===== src/rtl/instruction_fetch_unit.sv =====
// Instruction fetch front end: PC, in-order imem requests, prefetch FIFO, redirect squash.
// Optional stall counter output enabled by defining IFU_STALL_CNT_EN.
module instruction_fetch_unit #(
    parameter int                ADDR_W   = 32,
    parameter logic [ADDR_W-1:0] RESET_PC = '0,
    parameter int                DEPTH    = 4
) (
    input  logic              clk,
    input  logic              rst_n,
    output logic              imem_req_valid,
    input  logic              imem_req_ready,
    output logic [ADDR_W-1:0] imem_req_addr,
    input  logic              imem_rsp_valid,
    input  logic [31:0]       imem_rsp_data,
    output logic              instr_valid,
    input  logic              instr_ready,
    output logic [31:0]       instruction,
    output logic [ADDR_W-1:0] instr_pc,
    input  logic              redirect_valid,
    input  logic [ADDR_W-1:0] redirect_pc
`ifdef IFU_STALL_CNT_EN
    ,
    output logic [31:0]       stall_cycles
`endif
);

    localparam int CW = $clog2(DEPTH + 1);
    localparam int PW = $clog2(DEPTH);
    localparam logic [CW:0] DEPTH_W = (CW+1)'(DEPTH);

    logic [ADDR_W-1:0] fetch_pc_q, fetch_pc_d;
    logic [CW-1:0]     outstanding_q, outstanding_d;
    logic [CW-1:0]     discard_q, discard_d;
    logic [CW-1:0]     count_q, count_d;
    logic [PW-1:0]     iq_wr_q, iq_wr_d;
    logic [PW-1:0]     iq_rd_q, iq_rd_d;
    logic [PW-1:0]     head_q, head_d;
    logic [PW-1:0]     tail_q, tail_d;
    logic [ADDR_W-1:0] iq_pc_q [DEPTH];
    logic [ADDR_W-1:0] iq_pc_d [DEPTH];
    logic [ADDR_W-1:0] fifo_pc_q [DEPTH];
    logic [ADDR_W-1:0] fifo_pc_d [DEPTH];
    logic [31:0]       fifo_data_q [DEPTH];
    logic [31:0]       fifo_data_d [DEPTH];

    logic credit;
    logic req_fire;
    logic rsp_keep;
    logic consume;
    logic unused_rpc;

    // Credits count both in-flight responses and buffered words.
    assign credit = ({1'b0, outstanding_q} + {1'b0, count_q}) < DEPTH_W;

    assign imem_req_valid = rst_n && credit && !redirect_valid;
    assign imem_req_addr  = fetch_pc_q;
    assign req_fire       = imem_req_valid && imem_req_ready;

    assign instr_valid = (count_q != '0);
    assign consume     = instr_valid && instr_ready && !redirect_valid;
    assign rsp_keep    = imem_rsp_valid && (discard_q == '0) && !redirect_valid;

    assign instruction = instr_valid ? fifo_data_q[head_q] : '0;
    assign instr_pc    = instr_valid ? fifo_pc_q[head_q] : RESET_PC;

    assign unused_rpc = ^redirect_pc[1:0];

    always_comb begin
        fetch_pc_d    = fetch_pc_q;
        outstanding_d = outstanding_q;
        discard_d     = discard_q;
        count_d       = count_q;
        iq_wr_d       = iq_wr_q;
        iq_rd_d       = iq_rd_q;
        head_d        = head_q;
        tail_d        = tail_q;
        iq_pc_d       = iq_pc_q;
        fifo_pc_d     = fifo_pc_q;
        fifo_data_d   = fifo_data_q;

        if (req_fire) begin
            iq_pc_d[iq_wr_q] = fetch_pc_q;
            iq_wr_d          = iq_wr_q + PW'(1);
            fetch_pc_d       = fetch_pc_q + ADDR_W'(4);
        end

        if (imem_rsp_valid) begin
            iq_rd_d = iq_rd_q + PW'(1);
        end

        outstanding_d = outstanding_q + CW'(req_fire) - CW'(imem_rsp_valid);

        if (rsp_keep) begin
            fifo_pc_d[tail_q]   = iq_pc_q[iq_rd_q];
            fifo_data_d[tail_q] = imem_rsp_data;
            tail_d              = tail_q + PW'(1);
        end

        if (consume) begin
            head_d = head_q + PW'(1);
        end

        count_d = count_q + CW'(rsp_keep) - CW'(consume);

        if (imem_rsp_valid && (discard_q != '0)) begin
            discard_d = discard_q - CW'(1);
        end

        // Everything still in flight after this cycle belongs to the old path.
        if (redirect_valid) begin
            fetch_pc_d = {redirect_pc[ADDR_W-1:2], 2'b00};
            count_d    = '0;
            head_d     = '0;
            tail_d     = '0;
            discard_d  = outstanding_q - CW'(imem_rsp_valid);
        end
    end

    always_ff @(posedge clk or negedge rst_n) begin
        if (!rst_n) begin
            fetch_pc_q    <= RESET_PC;
            outstanding_q <= '0;
            discard_q     <= '0;
            count_q       <= '0;
            iq_wr_q       <= '0;
            iq_rd_q       <= '0;
            head_q        <= '0;
            tail_q        <= '0;
            for (int i = 0; i < DEPTH; i++) begin
                iq_pc_q[i]     <= '0;
                fifo_pc_q[i]   <= '0;
                fifo_data_q[i] <= '0;
            end
        end else begin
            fetch_pc_q    <= fetch_pc_d;
            outstanding_q <= outstanding_d;
            discard_q     <= discard_d;
            count_q       <= count_d;
            iq_wr_q       <= iq_wr_d;
            iq_rd_q       <= iq_rd_d;
            head_q        <= head_d;
            tail_q        <= tail_d;
            iq_pc_q       <= iq_pc_d;
            fifo_pc_q     <= fifo_pc_d;
            fifo_data_q   <= fifo_data_d;
        end
    end

`ifdef IFU_STALL_CNT_EN
    logic [31:0] stall_q, stall_d;

    always_comb begin
        stall_d = stall_q;
        if (instr_ready && !instr_valid && (stall_q != 32'hFFFF_FFFF)) begin
            stall_d = stall_q + 32'd1;
        end
    end

    always_ff @(posedge clk or negedge rst_n) begin
        if (!rst_n) begin
            stall_q <= '0;
        end else begin
            stall_q <= stall_d;
        end
    end

    assign stall_cycles = stall_q;
`endif

endmodule

===== config.mk =====
export PLATFORM = sky130hd
export DESIGN_NAME = instruction_fetch_unit
export DESIGN_NICKNAME = d
export VERILOG_FILES = /design/src/rtl/instruction_fetch_unit.sv
export SDC_FILE = /design/constraint.sdc
export NUM_CORES = 1
export LEC_CHECK = 0
export BUFFER_PORTS_ARGS = -buffer_cell sky130_fd_sc_hd__buf_2
export CAP_MARGIN = 20
export CORE_MARGIN = 5
export CORE_UTILIZATION = 30
export DETAILED_ROUTE_END_ITERATION = 16
export GPL_ROUTABILITY_DRIVEN = 1
export MAX_ROUTING_LAYER = met4
export REMOVE_ABC_BUFFERS = 1
export SKIP_CTS_REPAIR_TIMING = 1
export SYNTH_ARGS = -nofsm -noshare
export SYNTH_HDL_FRONTEND = slang
export SYNTH_SLANG_ARGS = --single-unit

===== constraint.sdc =====
create_clock -name clk -period 3.4 [get_ports clk]
set_input_delay 0 -clock clk [delete_from_list [all_inputs] [get_ports clk]]
set_output_delay 0 -clock clk [all_outputs]
set_load 0.05 [all_outputs]

== Word-level counts from Yosys, hierarchy flattened ==
Index checks and enable logic that the tools add are counted.

* Register bits: 433
* Input bits: 70
* Output and inout bits: 98
* Logic and storage cells: 88

* Add/sub/neg operators: 12
* Order comparisons: 7
* Muxes and demuxes: 27
* Bitwise logic cells: 4
* Reduce and logical (&&, ||, !) cells: 18

{| class="wikitable"
|+ Operator list
! operator !! number
|-
| bitwise mux 128 bit || 3
|-
| two-way mux 32 bit || 12
|-
| binary-select mux 32 bit (select 2 bit) || 3
|-
| demux 32 bit (select 2 bit) || 2
|-
| adder 32 x 3 -> 32 bit, second input constant || 1
|-
| >= comparator 3 bit, second input constant || 4
|-
| inverter 2 -> 3 bit || 4
|-
| logical AND 1 bit || 10
|-
| two-way mux 3 bit || 3
|-
| subtractor 3 x 1 -> 3 bit || 3
|-
| adder 2 x 1 -> 2 bit, second input constant || 4
|-
| two-way mux 2 bit || 4
|-
| nonzero test 2 bit || 4
|-
| adder 3 x 1 -> 3 bit || 2
|-
| less-than comparator 3 x 1 -> 1 bit, second input constant || 2
|-
| nonzero test 3 bit || 2
|-
| adder 3 x 3 -> 4 bit || 1
|-
| less-than comparator 4 x 3 -> 1 bit, second input constant || 1
|-
| logical NOT 3 bit || 1
|-
| subtractor 3 x 1 -> 3 bit, second input constant || 1
|-
| logical NOT 1 bit || 1
|}

== Depth between registers and ports, before layout ==
Gate-level depths: netlist of run 1.

* Depth in word-level cells: 7
* Gate-level depth with buffers: 13
* Mapped depth without buffers: 12

== Least setup slack after synthesis of run 1 ==
No wires, ideal clock.

* Kind: register -> register
* Start: reg outstanding_q[1]
* End: reg outstanding_q[2]
* Library setup time: 0.125 ns
* Data arrival time: 2.612 ns
* Data required time: 3.275 ns
* Slack: 0.662 ns
* Cell stages (with the launch flop): 14
* Buffers on the path: 2
* Clock period less this slack: 2.738 ns
* Cell sequence: dfrtp_1 ha_1 nor4_1 and4_1 buf_2 inv_2 clkbuf_1 ha_1 inv_1 ha_1 inv_1 fa_1 xnor2_1 xnor2_1

* Longest elaborated chain between the ends: 7

{| class="wikitable"
|+ Ends and longest elaborated chain
! what !! RTL line !! text
|-
| start: declaration || 32 || <nowiki>logic [CW-1:0] outstanding_q, outstanding_d;</nowiki>
|-
| start signal: assignment || 136 || <nowiki>outstanding_q <= outstanding_d;</nowiki>
|-
| adder 3 x 3 -> 4 bit || 53 || <nowiki>assign credit = ({1'b0, outstanding_q} + {1'b0, count_q}) < DEPTH_W;</nowiki>
|-
| less-than comparator 4 x 3 -> 1 bit || 53 ||
|-
| logical AND 1 bit (2 in a row) || 55 || <nowiki>assign imem_req_valid = rst_n && credit && !redirect_valid;</nowiki>
|-
| logical AND 1 bit || 57 || <nowiki>assign req_fire = imem_req_valid && imem_req_ready;</nowiki>
|-
| adder 3 x 1 -> 3 bit (*) || 91 || <nowiki>outstanding_d = outstanding_q + CW'(req_fire) - CW'(imem_rsp_valid);</nowiki>
|-
| subtractor 3 x 1 -> 3 bit (*) || 91 ||
|-
| via outstanding_d[2] || 32 ||
|}

Mark *: on every way through the listed nets, which the timed path passes. The rest lies on a longest branch.
A chain may end at the register's enable or synchronous reset.

== Worst setup path after layout of run 1 ==
* Start: reg head_q[0]
* End: out instr_pc[17]

* Longest elaborated chain between the ends: 5

{| class="wikitable"
|+ Ends and longest elaborated chain
! what !! RTL line !! text
|-
| start: declaration || 37 || <nowiki>logic [PW-1:0] head_q, head_d;</nowiki>
|-
| start signal: assignment || 127 || <nowiki>head_q <= '0;</nowiki>
|-
| start signal: assignment || 141 || <nowiki>head_q <= head_d;</nowiki>
|-
| inverter 2 -> 3 bit (not written as such) || 64 || <nowiki>assign instr_pc = instr_valid ? fifo_pc_q[head_q] : RESET_PC;</nowiki>
|-
| binary-select mux 32 bit (select 2 bit) || 64 ||
|-
| two-way mux 32 bit (not written as such) (2 in a row) || 64 ||
|-
| two-way mux 32 bit || 64 ||
|-
| end: declaration || 18 || <nowiki>output logic [ADDR_W-1:0] instr_pc,</nowiki>
|}

No other way between the ends. The select of a mux whose other input is x is not followed.

==> results of run 1 <==
==> power by group <==
group	internal, mW	switching [mW]
logic	2.74	3.27
clock network	3.03	2.07
registers	6.24	0.961
==> Yosys cell counts (all sizes together) (3+ instances only) <==
library cell    n  area [um^2]
and4            5         43.8
and3            3         18.8
a22oi           3         22.5
dfrtp         415        10400
nor2           22         82.6
or3             4         30.0
or4             7         56.3
a221o           6         60.1
inv            21         78.8
xor2            9         78.8
nand3          19          100
buf            31          154
o21ai          40          200
a21oi           6         30.0
o311ai          4         35.0
a31oi           3         18.8
and2           63          394
ha             19          238
a21o            3         22.5
xnor2           9         78.8
mux4           92         2070
nand4          13         87.6
nor3            5         30.0
clkbuf         66          248
nor4            5         31.3
nand2          63          236
mux2          352         3960
==> routing by layer <==
metal	vias up	part of all wire, %
met5	-	0
met4	0	2.3
met3	74	4.9
met2	276	48
met1	6205	45
li1	5228	-
==> final cells by class <==
| class | count | area (um^2) | share of cell area, % |
|---|---|---|---|
| Timing Repair Buffer | 259 | 1850 | 8.00 |
| Tap cell | 846 | 1060 | 4.58 |
| Inverter | 21 | 78.8 | 0.341 |
| Sequential cell | 415 | 10400 | 45.0 |
| Clock inverter | 19 | 203 | 0.877 |
| Multi-Input combinational cell | 780 | 8170 | 35.3 |
| Antenna cell | 1 | 2.50 | 0.0108 |
| Clock buffer | 67 | 1360 | 5.89 |
==> cells in the final DEF, fill, tap and decap left out, types with 5 or more instances in the layout <==
master,n
and4_1,5
inv_1,20
clkinv_2,9
nor2_1,22
buf_4,22
dlygate4sd3_1,66
dfrtp_1,412
clkbuf_16,47
a221o_1,6
nand4_1,12
nand3_1,18
nor4_1,5
clkbuf_1,9
and2_1,63
mux4_2,92
buf_2,160
nand2_1,59
or4_1,6
mux2_2,352
a21oi_1,6
o21ai_0,40
ha_1,19
xnor2_1,9
xor2_1,9
buf_12,9
clkbuf_8,11
==> state kept, by name, summed over array words and instances (netlist names) <==
register       count
count_q            3
iq_pc_q          120
tail_q             2
discard_q          3
head_q             2
imem_req_addr     30
outstanding_q      3
fifo_data_q      128
iq_wr_q            2
fifo_pc_q        120
iq_rd_q            2
==> cell families after synthesis <==
kind of cell	Yosys count	synth area share, %
buf+inv	118	2.53
flops	415	54.7
simple gates	213	5.99
xor+xnor	18	0.830
other cells	1	0.0197
mux	446	31.9
compound gates	78	2.61
fa+ha+maj	21	1.46
==> worst paths after layout <==
check / start / endpoint / cells after the start
max: head_q[0] / instr_pc[17] / 4
min: redirect_valid / tail_q[1] / 3
max reg2reg: outstanding_q[1] / outstanding_q[2] / 11
min reg2reg: iq_pc_q[9] / iq_pc_q[9] / 2
max in group asynchronous: rst_n / fifo_data_q[97] / 4
min in group asynchronous: rst_n / imem_req_addr[17] / 3
==> worst register-to-register path, delay by kind of cell, from the launching register on <==
family	cells	cell delay, ns
simple gates	2	0.60
flops	1	0.43
fa+ha+maj	4	0.98
buf+inv	3	0.14
xor+xnor	2	0.27
==> stage by stage <==
step                hold WS, ns  setup TNS (ns)  cell area (um^2)  total power [mW]  setup WS, ns
CTS                      -0.801               0             22400              18.6         0.583
global route             0.0371               0             23100              19.4         0.548
finish                   0.0218               0             23100              18.3         0.720
floorplan                -0.296           -6.39             18600              11.4        -0.103
global placement         -0.166               0             20900              13.1         0.783
detailed placement       -0.164               0             20900              13.4         0.806
==> run_results.csv, run 1 <==
group,metric,value,unit
detailed_routing,routed_wl,47000,um
sta,period_needed,2.68,ns
final_layout,final_cells,2408,
global_routing,grt_pass1_wl,74000,um
floorplanning,die_w,262,um
logic_synthesis,postSynth.asyncResetShare,100,%
logic_synthesis,avgSynthCellArea,14.5,um^2
flow_run,maxCapViolations,0,
setup_path,path_cells,"buf_12 -> mux4_2 -> and2_1 -> buf_2",
sta,rsz0062_at_grt,"no",
global_routing,grt-busiest-layer,"met2",
sta,worstMarginPinSlew,0.929,ns
global_routing,antenna_found_initial,1,
logic_synthesis,synth-seq-cells,415,
clock_network,ctsLongestPathBuffers,3,
final_layout,fin_util,36.8,%
sta,drv_slew,0,
logic_synthesis,ys_types,52,
detailed_routing,vias,11783,
power,cellPowerDensity,792,nW/um^2
setup_path,cp_top_family,"flip-flops",
global_routing,grt_pass1_vias,12556,
setup_path,worst_path_max_delay_cell,"dfrtp_4",
floorplanning,core_area,62900,um^2
sta,max_freq,373,MHz
global_routing,overflow,0,
final_layout,drive_gt1_share,46.7,%
detailed_routing,drt-pass1-iter-count,5,
setup_path,worst_ep_arrival_time,2.68,ns
setup_path,worst-setup-path-type,"reg -> out",
clock_network,clk_latency,0.58,ns
detailed_routing,drc,0,
floorplanning,rows,92,
setup_path,cpPeakStageDelay,0.78,ns
sta,setup_violations,0,
detailed_routing,drtIter0Drc,744,
setup_path,crit_buf_inv,2,
floorplanning,initial_core_util,30.2,%
setup_path,cp_max_fo,25,
logic_synthesis,syn_area,19000,um^2
global_routing,use_met1,19.2,%
detailed_routing,drt-wirelength-per-cell,19.5,um
placed_design,place_congestion,0.792,
sta,hold_viol_final,0,
logic_synthesis,ys.flop_type,"dfrtp_1",
setup_path,cp-start-kind,"flip-flop",
floorplanning,die_height,262,um
logic_synthesis,yosysWarnings,0,
sta,finClkSkew,0.0147,ns
global_routing,grt_start_max_net_pins,155,
status,outcome,"completed",
logic_synthesis,ys_seq_area_share,54.7,%
setup_path,worstPathRequired,3.40,ns
clock_network,clkTransAtPathRegs,0.06,ns
global_routing,use_met2,22.0,%
logic_synthesis,syn-instance-count,1310,
setup_path,rrSetupSlack,0.85,ns
detailed_routing,viasPerCell,4.89,
final_layout,fillers,6026,
floorplanning,pin_count,168,
placed_design,portBuffers,161,
clock_network,cts_sinks,415,
worst_hold_path,hold_path_class,"in -> reg",
global_routing,grt_use_total,14.1,%
setup_path,endpoint_kind,"output port",
logic_synthesis,synth_edf_count,0,
power,vdd_drop_max,0.000489,V
clock_network,numCtsBuffers,47,
floorplanning,die-area,68400,um^2
sta,slew_headroom,38.0,%
placed_design,dpl.cell_count,2254,
final_layout,nets,1615,
clock_network,tritoncts,"built",
clock_network,htreeDepth,2,
power,leakage,11.0,nW
sta,min_period_over_period,78.8,%
detailed_routing,drt.antenna.violating_nets,0,
global_routing,use_met3,2.44,%
final_layout,area_growth,21.7,%
clock_network,root_buffer,"clkbuf_16",
placed_design,dpl.hpwl,30000,um
Power figures use the tool's default switching activity.
==> run 2, diff against run 1 <==
--- a/config.mk
+++ b/config.mk
@@ -5,6 +5,7 @@
 export SDC_FILE = /design/constraint.sdc
 export NUM_CORES = 1
 export LEC_CHECK = 0
+export ABC_AREA = 1
 export BUFFER_PORTS_ARGS = -buffer_cell sky130_fd_sc_hd__buf_2
 export CAP_MARGIN = 20
 export CORE_MARGIN = 5
==> constraint.sdc (replaced) <==
create_clock -name clk -period 2.4 [get_ports clk]
set_input_delay 0 -clock clk [delete_from_list [all_inputs] [get_ports clk]]
set_output_delay 0 -clock clk [all_outputs]
set_load 0.05 [all_outputs]
==> run 2 against run 1 <==
Effect of this change: power up 52%; clock skew increased by 0.0028 ns; clock power rose by 44%; cell count increased by 47%; count of clock-buffer cells in the layout increased by 8; critical endpoint is now instr_pc[13]; largest power group is now combinational cells; highest routed layer unchanged.
==> run_results.csv, run 2 <==
group,metric,value,unit
status,outcome,"completed",
setup_path,cpPeakStageDelay,0.54,ns
power,seq_power_share,35.7,%
final_layout,fillers,6691,
sta,period_needed,2.29,ns
placed_design,place_congestion,0.836,
power,clkPwrFrac,26.2,%
setup_path,path_cells,"clkinv_2 -> buf_12 -> a21oi_1 -> o21ai_0 -> a21oi_2 -> buf_2",
setup_path,cp_num_cells,6,
clock_network,ctsLongestPathBuffers,3,
logic_synthesis,synth_top_cell_area_share,53.2,%
floorplanning,core_area,64500,um^2
floorplanning,die_height,265,um
clock_network,clk_latency,0.57,ns
detailed_routing,routed_wl,54800,um
setup_path,rr_worst_depth,12,
floorplanning,die_w,265,um
global_routing,grt_use_total,15.8,%
logic_synthesis,synthTopCellsByArea,"dfrtp_1 (53%), nand2_1 (13%), o21ai_1 (6.8%)",
power,vdd_drop_max,0.000612,V
final_layout,final-seq-area,10400,um^2
power,p_int,16.5,mW
logic_synthesis,synth_most_common_cell,"nand2_1",
clock_network,htreeDepth,2,
detailed_routing,drt-wirelength-per-cell,15.5,um
final_layout,largest_register_ffs,128,
logic_synthesis,synth_top_area_cell,"dfrtp_1",
logic_synthesis,synth-seq-cells,415,
clock_network,clkTransAtPathRegs,0.06,ns
global_routing,overflow,0,
floorplanning,pin_count,168,
logic_synthesis,postSynth.asyncResetShare,100,%
placed_design,portBuffers,161,
logic_synthesis,syn-instance-count,2459,
power,comb_power_share,38.1,%
sta,setup_violations,0,
setup_path,worst_ep_arrival_time,2.29,ns
final_layout,diodes,0,
setup_path,startpoint,"head_q[0]",
worst_hold_path,hold_path_class,"in -> async",
detailed_routing,viasPerCell,4.69,
final_layout,fin_util,36.8,%
detailed_routing,drt-pass1-iter-count,6,
setup_path,worst_path_max_delay_cell,"dfrtp_4",
detailed_routing,drt.antenna.violating_nets,0,
clock_network,numCtsBuffers,47,
detailed_routing,drc,0,
final_layout,multi_input_area,7770,um^2
global_routing,antenna_found_initial,1,
power,sw_frac_of_total,40.8,%
sta,hold_viol_final,0,
power,finalPower,27.9,mW
logic_synthesis,synth.top_cells.by_count,"nand2_1 (679), dfrtp_1 (415), o21ai_1 (266)",
sta,drv_slew,0,
floorplanning,initial_core_util,30.3,%
logic_synthesis,syn_area,19500,um^2
power,p_sw,11.4,mW
final_layout,nets,2728,
final_layout,regMostFlops,"fifo_data_q",
final_layout,final_cell_mix,"nand2_1 (677), dfrtp_1 (412), o21ai_1 (267)",
sta,slew_headroom,46.7,%
setup_path,endpoint_kind,"output port",
sta,worstMarginPinSlew,0.799,ns
sta,max_freq,437,MHz
logic_synthesis,yosysWarnings,0,
flow_run,maxCapViolations,0,
logic_synthesis,avgSynthCellArea,7.94,um^2
logic_synthesis,ys_types,30,
setup_path,cp_top_family,"buffers and inverters",
sta,rsz0062_at_grt,"yes",
global_routing,grt_start_max_net_pins,106,
power,cellPowerDensity,1170,nW/um^2
sta,finClkSkew,0.0175,ns
logic_synthesis,ys_seq_area_share,53.2,%
setup_path,r2r-start,"count_q[1]",
sta,min_period_over_period,95.4,%
setup_path,crit_buf_inv,3,
final_layout,area_growth,21.5,%
detailed_routing,vias,16560,
clock_network,tritoncts,"built",
global_routing,grt_pass1_wl,88700,um
global_routing,grt_pass1_vias,16105,
clock_network,cts_sinks,415,
logic_synthesis,ys.flop_type,"dfrtp_1",
placed_design,dpl.hpwl,34300,um
detailed_routing,drtIter0Drc,1243,
final_layout,top_regs,"fifo_data_q x128, fifo_pc_q x120, iq_pc_q x120",
clock_network,root_buffer,"clkbuf_16",
final_layout,final_common_cell,"nand2_1",
setup_path,cp-start-kind,"flip-flop",
logic_synthesis,synth_edf_count,0,
floorplanning,rows,93,
setup_path,cp_max_fo,62,
power,leakage,11.4,nW
setup_path,worst-setup-path-type,"reg -> out",
setup_path,worstPathRequired,2.40,ns
floorplanning,die-area,70300,um^2
final_layout,drive_gt1_share,12.3,%
## run 2: cell families after synthesis
family | count (synthesis) | synth area share [%]
AO/OA/AOI/OAI | 677 | 17.6
other | 1 | 0.0192
flip-flops | 415 | 53.2
XOR/XNOR | 12 | 0.538
buffers and inverters | 340 | 7.51
AND/OR/NAND/NOR | 993 | 19.7
adder cells (fa/ha/maj) | 21 | 1.42
## run 2: final timing paths
path	endpoint	slack [ns]
setup / recovery	instr_pc[13]	0.11
setup reg to reg	outstanding_q[2]	0.12
hold reg to reg	fifo_pc_q[104]	0.47
hold / removal	fifo_data_q[6]	0.13
min in group clk	imem_req_addr[12]	0.19
max in group asynchronous	imem_req_addr[22]	1.01
## run 2: layout make-up
type                       count  area share (%)
tap                          855            4.51
inverter                     182            2.88
multi-input combinational   1707            32.7
timing repair buffer         284            9.47
clock buffer                  75            6.04
sequential                   415            43.8
clock inverter                10           0.569
## run 2: worst min-delay path: cells and delay by family
kind     cells  cell delay (ns)
buf+inv      3             1.13
## run 2: layer usage
layer | wire (um) | part of all wire (%) | global-route usage (%)
met1 | 26600 | 49 | 22.3
met2 | 24700 | 45 | 24.0
met3 | 2240 | 4.1 | 1.97
met4 | 1210 | 2.2 | 4.52
met5 | 0 | 0 | -
## run 2: power by group through the flow
| stage | Combinational (mW) | Sequential (mW) | Clock (mW) |
|---|---|---|---|
| CTS | 10.4 | 9.96 | 7.51 |
| global placement | 10.3 | 10.0 | 0 |
| finish | 10.6 | 9.94 | 7.31 |
| detailed placement | 10.4 | 10.1 | 0 |
| global route | 11.8 | 10.2 | 7.80 |
| floorplan | 6.58 | 10.5 | 0 |
## run 2: stage by stage
step / hold WS [ns] / setup WS, ns / cell area [um^2] / TNS, ns / cells
after floorplan: -0.296 / -2.04 / 18800 / -195.26 / 2304
after global placement: 0.151 / 0.0973 / 21400 / 0 / 3370
after CTS: -0.468 / -0.312 / 22900 / -9.53 / 3455
final: 0.132 / 0.111 / 23700 / 0 / 3528
after detailed placement: 0.153 / 0.0950 / 21400 / 0 / 3370
after global routing: 0.181 / -0.0221 / 23700 / -0.0221 / 3528
